`config.mk`:
```
export PLATFORM = sky130hd
export DESIGN_NAME = sd_sector_dma_flat
export DESIGN_NICKNAME = d
export VERILOG_FILES = /design/src/rtl/sd_sector_dma_if.sv /design/src/rtl/sd_sector_dma.sv /design/src/flat_wrapper.sv
export SDC_FILE = /design/constraint.sdc
export NUM_CORES = 1
export LEC_CHECK = 0
export ABC_AREA = 1
export CORE_ASPECT_RATIO = 1.25
export CORE_UTILIZATION = 55
export DETAILED_ROUTE_END_ITERATION = 8
export DONT_BUFFER_PORTS = 1
export GPL_TIMING_DRIVEN = 0
export PLACE_DENSITY = 0.7
export SYNTH_ARGS = -nofsm -noshare
export SYNTH_HDL_FRONTEND = slang
export SYNTH_SLANG_ARGS = --single-unit
```
`constraint.sdc`:
```
create_clock -name clk -period 2.93 [get_ports clk]
set_input_delay 0.293 -clock clk [delete_from_list [all_inputs] [get_ports clk]]
set_output_delay 0.293 -clock clk [all_outputs]
set_load 0.005 [all_outputs]
```
`src/rtl/sd_sector_dma_if.sv`:
```
// Bus bundle for sd_sector_dma: control, SD byte stream (rx/tx) and the DMA memory port.
// The engine connects through the slave modport; the sequencer/SD/memory side uses the master modport.
interface sd_sector_dma_if #(
    parameter int WORD_W = 12,
    parameter int ADDR_W = 15
) ();
    logic                clear;
    logic                start;
    logic                opWRITE;
    logic                halfLEN;
    logic [0:ADDR_W-1]   memADDR;
    logic [7:0]          rxDATA;
    logic                rxVALID;
    logic                rxREADY;
    logic [7:0]          txDATA;
    logic                txVALID;
    logic                txREADY;
    logic [0:WORD_W-1]   dmaDIN;
    logic [0:WORD_W-1]   dmaDOUT;
    logic [0:ADDR_W-1]   dmaADDR;
    logic                dmaRD;
    logic                dmaWR;
    logic                dmaREQ;
    logic                dmaGNT;
    logic                busy;
    logic                done;

    modport slave (
        input  clear, start, opWRITE, halfLEN, memADDR,
        input  rxDATA, rxVALID, txREADY, dmaDIN, dmaGNT,
        output rxREADY, txDATA, txVALID, dmaDOUT, dmaADDR,
        output dmaRD, dmaWR, dmaREQ, busy, done
    );

    modport master (
        output clear, start, opWRITE, halfLEN, memADDR,
        output rxDATA, rxVALID, txREADY, dmaDIN, dmaGNT,
        input  rxREADY, txDATA, txVALID, dmaDOUT, dmaADDR,
        input  dmaRD, dmaWR, dmaREQ, busy, done
    );
endinterface

```
`src/rtl/sd_sector_dma.sv`:
```
// Sector DMA engine: packs SD bytes into memory words (read) or unpacks memory words
// into SD bytes (write), 2 bytes per word little-endian, through a small word FIFO.
module sd_sector_dma #(
    parameter int WORD_W       = 12,
    parameter int ADDR_W       = 15,
    parameter int SECTOR_WORDS = 256,
    parameter int FIFO_DEPTH   = 4
) (
    input logic           clk,
    input logic           reset,
    sd_sector_dma_if.slave bus
);
    localparam int BYTES = 2 * SECTOR_WORDS;
    localparam int CW    = $clog2(BYTES + 1);
    localparam int WCW   = CW - 1;
    localparam int PW    = $clog2(FIFO_DEPTH);

    localparam logic [CW-1:0]     BYTES_C  = CW'(BYTES);
    localparam logic [CW-1:0]     BYTE_ONE = CW'(1'b1);
    localparam logic [WCW-1:0]    FULL_L   = WCW'(SECTOR_WORDS);
    localparam logic [WCW-1:0]    HALF_L   = WCW'(SECTOR_WORDS / 2);
    localparam logic [WCW-1:0]    WORD_ONE = WCW'(1'b1);
    localparam logic [ADDR_W-1:0] ADDR_ONE = ADDR_W'(1'b1);
    localparam logic [PW:0]       DEPTH_C  = (PW + 1)'(FIFO_DEPTH);
    localparam logic [PW:0]       CNT_ONE  = (PW + 1)'(1'b1);
    localparam logic [PW-1:0]     PTR_ONE  = PW'(1'b1);

    typedef enum logic [1:0] {
        S_IDLE = 2'd0,
        S_RUN  = 2'd1,
        S_DONE = 2'd2
    } state_t;

    state_t             r_state;
    logic               r_op;
    logic               r_half;
    logic               r_busy;
    logic               r_done;
    logic [ADDR_W-1:0]  r_addr;
    logic [CW-1:0]      r_byte_cnt;
    logic [WCW-1:0]     r_fetch_cnt;
    logic [7:0]         r_lo;
    logic [WORD_W-1:0]  r_mem [FIFO_DEPTH];
    logic [PW-1:0]      r_wp;
    logic [PW-1:0]      r_rp;
    logic [PW:0]        r_cnt;

    logic               w_run;
    logic               w_start;
    logic               w_empty;
    logic               w_full;
    logic [WCW-1:0]     w_limit;
    logic [WCW-1:0]     w_word_idx;
    logic               w_bytes_left;
    logic               w_in_data;
    logic [WORD_W-1:0]  w_head;
    logic [7:0]         w_head_hi;
    logic               w_rx_ready;
    logic               w_rx_take;
    logic               w_tx_valid;
    logic               w_tx_take;
    logic               w_req;
    logic               w_xfer;
    logic               w_push;
    logic               w_pop;
    logic [WORD_W-1:0]  w_push_data;
    logic               w_finish;
    logic               w_rx_unused;

    assign w_run        = (r_state == S_RUN);
    assign w_start      = (r_state == S_IDLE) & bus.start;
    assign w_empty      = (r_cnt == '0);
    assign w_full       = (r_cnt == DEPTH_C);
    assign w_limit      = r_half ? HALF_L : FULL_L;
    assign w_word_idx   = r_byte_cnt[CW-1:1];
    assign w_bytes_left = (r_byte_cnt != BYTES_C);
    assign w_in_data    = (w_word_idx < w_limit);
    assign w_head       = r_mem[r_rp];
    assign w_head_hi    = 8'(w_head >> 4'd8);

    // The byte stream always covers a full sector; words past the limit are dropped or padded.
    assign w_rx_ready  = w_run & ~r_op & ~w_full & w_bytes_left;
    assign w_rx_take   = w_rx_ready & bus.rxVALID;
    assign w_tx_valid  = w_run & r_op & w_bytes_left & (~w_empty | ~w_in_data);
    assign w_tx_take   = w_tx_valid & bus.txREADY;
    assign w_req       = w_run & (r_op ? (~w_full & (r_fetch_cnt < w_limit)) : ~w_empty);
    assign w_xfer      = w_req & bus.dmaGNT;
    assign w_push      = r_op ? w_xfer : (w_rx_take & r_byte_cnt[0] & w_in_data);
    assign w_pop       = r_op ? (w_tx_take & r_byte_cnt[0] & w_in_data) : w_xfer;
    assign w_push_data = r_op ? WORD_W'(bus.dmaDIN) : {bus.rxDATA[WORD_W-9:0], r_lo};
    assign w_finish    = w_run & ~w_bytes_left & w_empty;
    assign w_rx_unused = ^bus.rxDATA;

    assign bus.rxREADY = w_rx_ready;
    assign bus.txVALID = w_tx_valid;
    assign bus.txDATA  = (w_tx_valid & w_in_data) ? (r_byte_cnt[0] ? w_head_hi : w_head[7:0]) : 8'h00;
    assign bus.dmaREQ  = w_req;
    assign bus.dmaRD   = w_req & r_op;
    assign bus.dmaWR   = w_req & ~r_op;
    assign bus.dmaADDR = w_req ? r_addr : '0;
    assign bus.dmaDOUT = (w_req & ~r_op) ? w_head : '0;
    assign bus.busy    = r_busy;
    assign bus.done    = r_done;

    // Control FSM: sequencing, latched mode bits and the busy/done flags.
    always_ff @(posedge clk or posedge reset) begin
        if (reset) begin
            r_state <= S_IDLE;
            r_op    <= 1'b0;
            r_half  <= 1'b0;
            r_busy  <= 1'b0;
            r_done  <= 1'b0;
        end else if (bus.clear) begin
            r_state <= S_IDLE;
            r_busy  <= 1'b0;
            r_done  <= 1'b0;
        end else begin
            case (r_state)
                S_IDLE: begin
                    r_done <= 1'b0;
                    if (bus.start) begin
                        r_state <= S_RUN;
                        r_busy  <= 1'b1;
                        r_op    <= bus.opWRITE;
                        r_half  <= bus.halfLEN;
                    end
                end
                S_RUN: begin
                    if (w_finish) begin
                        r_state <= S_DONE;
                        r_done  <= 1'b1;
                    end
                end
                S_DONE: begin
                    r_state <= S_IDLE;
                    r_busy  <= 1'b0;
                    r_done  <= 1'b0;
                end
                default: begin
                    r_state <= S_IDLE;
                    r_busy  <= 1'b0;
                    r_done  <= 1'b0;
                end
            endcase
        end
    end

    // Datapath counters, address, pending low byte and FIFO bookkeeping.
    always_ff @(posedge clk or posedge reset) begin
        if (reset) begin
            r_addr      <= '0;
            r_byte_cnt  <= '0;
            r_fetch_cnt <= '0;
            r_lo        <= 8'h00;
            r_wp        <= '0;
            r_rp        <= '0;
            r_cnt       <= '0;
        end else if (bus.clear) begin
            r_addr      <= '0;
            r_byte_cnt  <= '0;
            r_fetch_cnt <= '0;
            r_lo        <= 8'h00;
            r_wp        <= '0;
            r_rp        <= '0;
            r_cnt       <= '0;
        end else begin
            if (w_start) begin
                r_addr      <= ADDR_W'(bus.memADDR);
                r_byte_cnt  <= '0;
                r_fetch_cnt <= '0;
            end else begin
                if (w_xfer) begin
                    r_addr <= r_addr + ADDR_ONE;
                end
                if (w_xfer & r_op) begin
                    r_fetch_cnt <= r_fetch_cnt + WORD_ONE;
                end
                if (w_rx_take | w_tx_take) begin
                    r_byte_cnt <= r_byte_cnt + BYTE_ONE;
                end
                if (w_rx_take & ~r_byte_cnt[0]) begin
                    r_lo <= bus.rxDATA;
                end
            end
            if (w_push) begin
                r_wp <= r_wp + PTR_ONE;
            end
            if (w_pop) begin
                r_rp <= r_rp + PTR_ONE;
            end
            case ({w_push, w_pop})
                2'b10:   r_cnt <= r_cnt + CNT_ONE;
                2'b01:   r_cnt <= r_cnt - CNT_ONE;
                default: r_cnt <= r_cnt;
            endcase
        end
    end

    // FIFO storage; contents are don't-care while the occupancy count is zero.
    always_ff @(posedge clk) begin
        if (w_push) begin
            r_mem[r_wp] <= w_push_data;
        end
    end
endmodule

```
`src/flat_wrapper.sv`:
```
// flat-port wrapper written by rule: the top's interface ports become plain ports
module sd_sector_dma_flat 
#(
    parameter int WORD_W       = 12,
    parameter int ADDR_W       = 15,
    parameter int SECTOR_WORDS = 256,
    parameter int FIFO_DEPTH   = 4
)
  (clk, reset, bus_clear, bus_start, bus_opWRITE, bus_halfLEN, bus_memADDR, bus_rxDATA, bus_rxVALID, bus_txREADY, bus_dmaDIN, bus_dmaGNT, bus_rxREADY, bus_txDATA, bus_txVALID, bus_dmaDOUT, bus_dmaADDR, bus_dmaRD, bus_dmaWR, bus_dmaREQ, bus_busy, bus_done);
  sd_sector_dma_if #(.WORD_W(WORD_W), .ADDR_W(ADDR_W)) bus_i ();
  input logic clk;
  input logic reset;
  input wire logic [$bits(bus_i.clear)-1:0] bus_clear;
  input wire logic [$bits(bus_i.start)-1:0] bus_start;
  input wire logic [$bits(bus_i.opWRITE)-1:0] bus_opWRITE;
  input wire logic [$bits(bus_i.halfLEN)-1:0] bus_halfLEN;
  input wire logic [$bits(bus_i.memADDR)-1:0] bus_memADDR;
  input wire logic [$bits(bus_i.rxDATA)-1:0] bus_rxDATA;
  input wire logic [$bits(bus_i.rxVALID)-1:0] bus_rxVALID;
  input wire logic [$bits(bus_i.txREADY)-1:0] bus_txREADY;
  input wire logic [$bits(bus_i.dmaDIN)-1:0] bus_dmaDIN;
  input wire logic [$bits(bus_i.dmaGNT)-1:0] bus_dmaGNT;
  output wire logic [$bits(bus_i.rxREADY)-1:0] bus_rxREADY;
  output wire logic [$bits(bus_i.txDATA)-1:0] bus_txDATA;
  output wire logic [$bits(bus_i.txVALID)-1:0] bus_txVALID;
  output wire logic [$bits(bus_i.dmaDOUT)-1:0] bus_dmaDOUT;
  output wire logic [$bits(bus_i.dmaADDR)-1:0] bus_dmaADDR;
  output wire logic [$bits(bus_i.dmaRD)-1:0] bus_dmaRD;
  output wire logic [$bits(bus_i.dmaWR)-1:0] bus_dmaWR;
  output wire logic [$bits(bus_i.dmaREQ)-1:0] bus_dmaREQ;
  output wire logic [$bits(bus_i.busy)-1:0] bus_busy;
  output wire logic [$bits(bus_i.done)-1:0] bus_done;
  assign bus_i.clear = bus_clear;
  assign bus_i.start = bus_start;
  assign bus_i.opWRITE = bus_opWRITE;
  assign bus_i.halfLEN = bus_halfLEN;
  assign bus_i.memADDR = bus_memADDR;
  assign bus_i.rxDATA = bus_rxDATA;
  assign bus_i.rxVALID = bus_rxVALID;
  assign bus_i.txREADY = bus_txREADY;
  assign bus_i.dmaDIN = bus_dmaDIN;
  assign bus_i.dmaGNT = bus_dmaGNT;
  assign bus_rxREADY = bus_i.rxREADY;
  assign bus_txDATA = bus_i.txDATA;
  assign bus_txVALID = bus_i.txVALID;
  assign bus_dmaDOUT = bus_i.dmaDOUT;
  assign bus_dmaADDR = bus_i.dmaADDR;
  assign bus_dmaRD = bus_i.dmaRD;
  assign bus_dmaWR = bus_i.dmaWR;
  assign bus_dmaREQ = bus_i.dmaREQ;
  assign bus_busy = bus_i.busy;
  assign bus_done = bus_i.done;
  sd_sector_dma #(.WORD_W(WORD_W), .ADDR_W(ADDR_W), .SECTOR_WORDS(SECTOR_WORDS), .FIFO_DEPTH(FIFO_DEPTH)) u_core (.clk(clk), .reset(reset), .bus(bus_i));
endmodule
```
==> key figures <==
Run status
  • Status: complete, no violations

Finish
  • Nets: 708
  • Layout cell share with drive strength beyond 1: 9.88%
  • FILL cells: around 850
  • Area grow syn2layout: 9.83%
  • Finished Core Util: 62.4%
  • Diode count: 0

Worst setup path
  • Worst EP arrival: 2.89 ns
  • Setup crit end kind: flip-flop
  • Critical Path Source Type: flip-flop
  • Setup Crit Path Kind: flip-flop to flip-flop
  • R2r setup slk: 0.28 ns
  • R2r startpoint: u_core.r_op
  • Data required, critical path: 3.17 ns
  • Crit Reg-Reg Endpoint: u_core.r_cnt[2]
  • R2R depth: 15
  • Worst-path fanout max: 9

Clock network
  • CTS tree: built
  • Reg clk slew, reported paths: 0.07 ns
  • Root buffer cell: clkbuf_16
  • Clk buf depth: 2
  • Clk_lat worst skew: 0.35 ns
  • H-tree levels: 3
  • Clk sink count: 103
  • Cts bufs inserted: 9

Power and ir drop
  • Sequential power share: 47.5%
  • Clock power frac: between 30% and 40%
  • Peak supply drop: 0.000396 V
  • Pwr dens: around 590 nW/um^2
  • Leak Pwr: 2.51 nW
  • Tot Pwr: roughly 3.5 mW
  • Gate power share: 18.3%
  • Net Sw Frac: 29.9%
  • Cell-internal power: 2.49 mW
  • Reported net switching power: 1.06 mW

Yosys
  • Avg Cell Area, Syn: 8.56 um^2
  • Number of synthesized flops with an enable pin: 48
  • Main synth FF type: dfrtp_1
  • Yosys cell types: 43
  • #FFs+latches synth: 103
  • Sequential area share after synthesis: ~52%
  • Syn nets: a little under 700
  • Synthesized area: ~5500 um^2
  • Synth async-reset ratio: 53.4%
  • Syn Inst Count: 638
  • Synth Warn #: 0

Placed design
  • Port-buffer cells: 0
  • GPL Wtd Cong: 0.851
  • Hpwl dp: 9050 um
  • Place WS: -0.313 ns

STA
  • Final hold violations: 0
  • Actual slew at the worst max-slew pin: 0.752 ns
  • Hold Slack: 0.0678 ns
  • Post-layout min period: between 2 and 3 ns
  • Final Cycle Share: 90.6%
  • Final Max Tran Viols: 0
  • Final WS setup: 0.277 ns
  • Slew HR: 49.8%
  • Clock skew: 0.00615 ns
  • Final Setup Violations: 0
  • RSZ-0062 raised after global routing: no
  • Fmax: 377 MHz

Floorplan
  • Initial Util: 56.8%
  • Die H: 113 um
  • Rows: 40
  • I/O pin count: 86
  • Die Footprint: 10300 um^2
  • Chip Width: 91.1 um
  • CORE AREA: 9610 um^2

Drt
  • Wire per inst: 15.8 um
  • Post-DRT Antenna Nets: 0
  • Iter 0 DRT Violations: 228
  • Via/cell ratio: between 5 and 6
  • # DRC: 0
  • 1st-pass router iterations: 5
  • Total Wirelength: around 12000 um
  • Via count: roughly 4400

Global routing
  • Total gr overflow: 0
  • First-pass GRT wire length: 20200 um
  • Vias in the first global route: 4212
  • Largest net degree at the start of global routing: between 40 and 50
  • GRT Total Usage: around a quarter
  • Initial antenna violation count: 0

Worst hold path
  • Hold Path Class: primary input to flip-flop
  • HP Start: bus_rxDATA[4]
  • Worst Hold Depth: 2
  • Hold EP: u_core.r_lo[4]

Flow run
  • Max cap viols: 0
-- sequential cells by signal (all words and copies together), names as in the netlist --
name                count
u_core.r_half           1
u_core.r_lo             8
u_core.bus.busy         1
u_core.r_addr          15
u_core.r_fetch_cnt      9
u_core.r_wp             2
u_core.r_cnt            3
u_core.r_byte_cnt      10
u_core.r_mem           48
u_core.r_rp             2
u_core.bus.done         1
u_core.r_state          2
u_core.r_op             1
-- kinds of logic after synthesis --
kind of cell	Yosys count	share of synthesized area, %
flip-flops	103	51.6
multiplexers	2	0.390
AO/OA/AOI/OAI	112	12.0
adder cells (fa/ha/maj)	11	2.66
AND/OR/NAND/NOR	303	24.8
buffers and inverters	98	7.13
XOR/XNOR	9	1.44
-- layout make-up --
cell class	instances	area, um^2	area share, %
flip-flops and latches	103	2820	47.0
multi-input cells	437	2280	38.0
inverters	80	305	5.09
clock buffers	9	225	3.76
well taps	126	158	2.63
plain buffers	18	86.3	1.44
clock inverters	7	77.6	1.29
repair buffers	4	45.0	0.751
-- critical path: stages (launching register included) --
cell and delay, ns:
dfrtp_1 0.48, inv_2 0.23, nand3_2 0.23, nand2_4 0.19
nand3_4 0.14, nand2_4 0.14, inv_2 0.10, nand2_2 0.11
inv_1 0.06, fa_1 0.41, xnor2_2 0.17, inv_1 0.05
nand4_1 0.08, nand2_1 0.06, nand2_1 0.05, nand2_1 0.05
-- cell usage in the layout, fill, tap and decap left out, drive strengths merged --
master	netlist	final
nand4	12	12
nand3	37	37
o2111ai	1	1
mux2i	1	1
o21ba	1	1
buf	11	14
a21boi	1	1
o22ai	5	5
a31oi	2	2
edfxtp	48	48
xor2	8	8
ha	10	10
mux2	1	1
xnor2	1	1
nor4	2	2
a21oi	30	30
nor2	95	95
clkbuf	7	16
dlygate4sd3	0	1
o211ai	2	2
inv	78	82
and2	1	1
bufinv	0	1
nor3	12	12
dfrtp	55	55
nand2	140	140
a32o	12	12
nor3b	3	3
clkinv	2	4
o21ai	54	54
o21a	4	4
fa	1	1
or2	1	1
-- power by group through the flow --
stage	combinational (mW)	sequential, mW	clock, mW
3_5_place_dp	0.628	1.72	0
6_report	0.651	1.69	1.21
4_1_cts	0.636	1.69	1.23
3_3_place_gp	0.608	1.71	0
2_1_floorplan	0.480	1.70	0
5_1_grt	0.732	1.70	1.28
-- worst max path at each step --
| stage | from | to | slack [ns] | cells past startpoint |
|---|---|---|---|---|
| final | u_core.r_op | u_core.r_cnt[2] | 0.28 | 15 |
| after global routing | u_core.r_op | u_core.r_cnt[2] | 0.02 | 15 |
| after CTS | u_core.r_byte_cnt[0] | u_core.r_cnt[2] | 0.004 | 17 |
| after detailed placement | u_core.r_byte_cnt[0] | u_core.r_mem[1][3] | -0.31 | 9 |
| after global placement | u_core.r_byte_cnt[0] | u_core.r_mem[0][9] | -0.23 | 9 |
| after floorplan | u_core.r_byte_cnt[0] | u_core.r_cnt[2] | 0.41 | 17 |
-- per-stage QoR --
stage                     instances  setup TNS [ns]  instance area (um^2)
after floorplan                 638               0                  5460
after global placement          764          -10.51                  5620
after detailed placement        765          -12.85                  5640
after CTS                       782               0                  5960
after global routing            784               0                  6000
final                           784               0                  6000
-- synthesized netlist by cell type (3+ instances only) --
library cell	instances	area (um^2)
nand2_1	133	499
nor2_1	84	315
inv_1	73	274
dfrtp_1	55	1380
edfxtp_1	48	1440
o21ai_0	39	195
nand3_1	32	160
a21oi_1	30	150
o21ai_1	15	75.1
a32o_1	12	120
nand4_1	12	75.1
nor3_1	12	60.1
ha_1	10	125
nor2_2	10	62.6
xor2_1	8	70.1
clkbuf_1	7	26.3
buf_1	6	22.5
o22ai_1	5	31.3
inv_2	4	15.0
nand2_2	4	25.0
nand3_2	4	40.0
o21a_1	4	30.0
buf_2	3	15.0
nand2_4	3	33.8
-- timing repair --
item / in CTS / in global routing
hold endpoints to repair: 14 / 0
setup endpoints to repair: 53 / 30
pin swaps: 0 / 2
buffers inserted: 0 / 2
hold buffers: 1 / 0
resized for setup: 6 / 5
-- per-layer routing --
metal  up-vias  track usage [%]  routed length, um
met5         -                0                  0
met4         0             9.21                229
met3        15             5.13                751
met2       122             44.2               6260
met1      2072             31.1               5160
li1       2156                -                  -
Power figures use the tool's default switching activity.
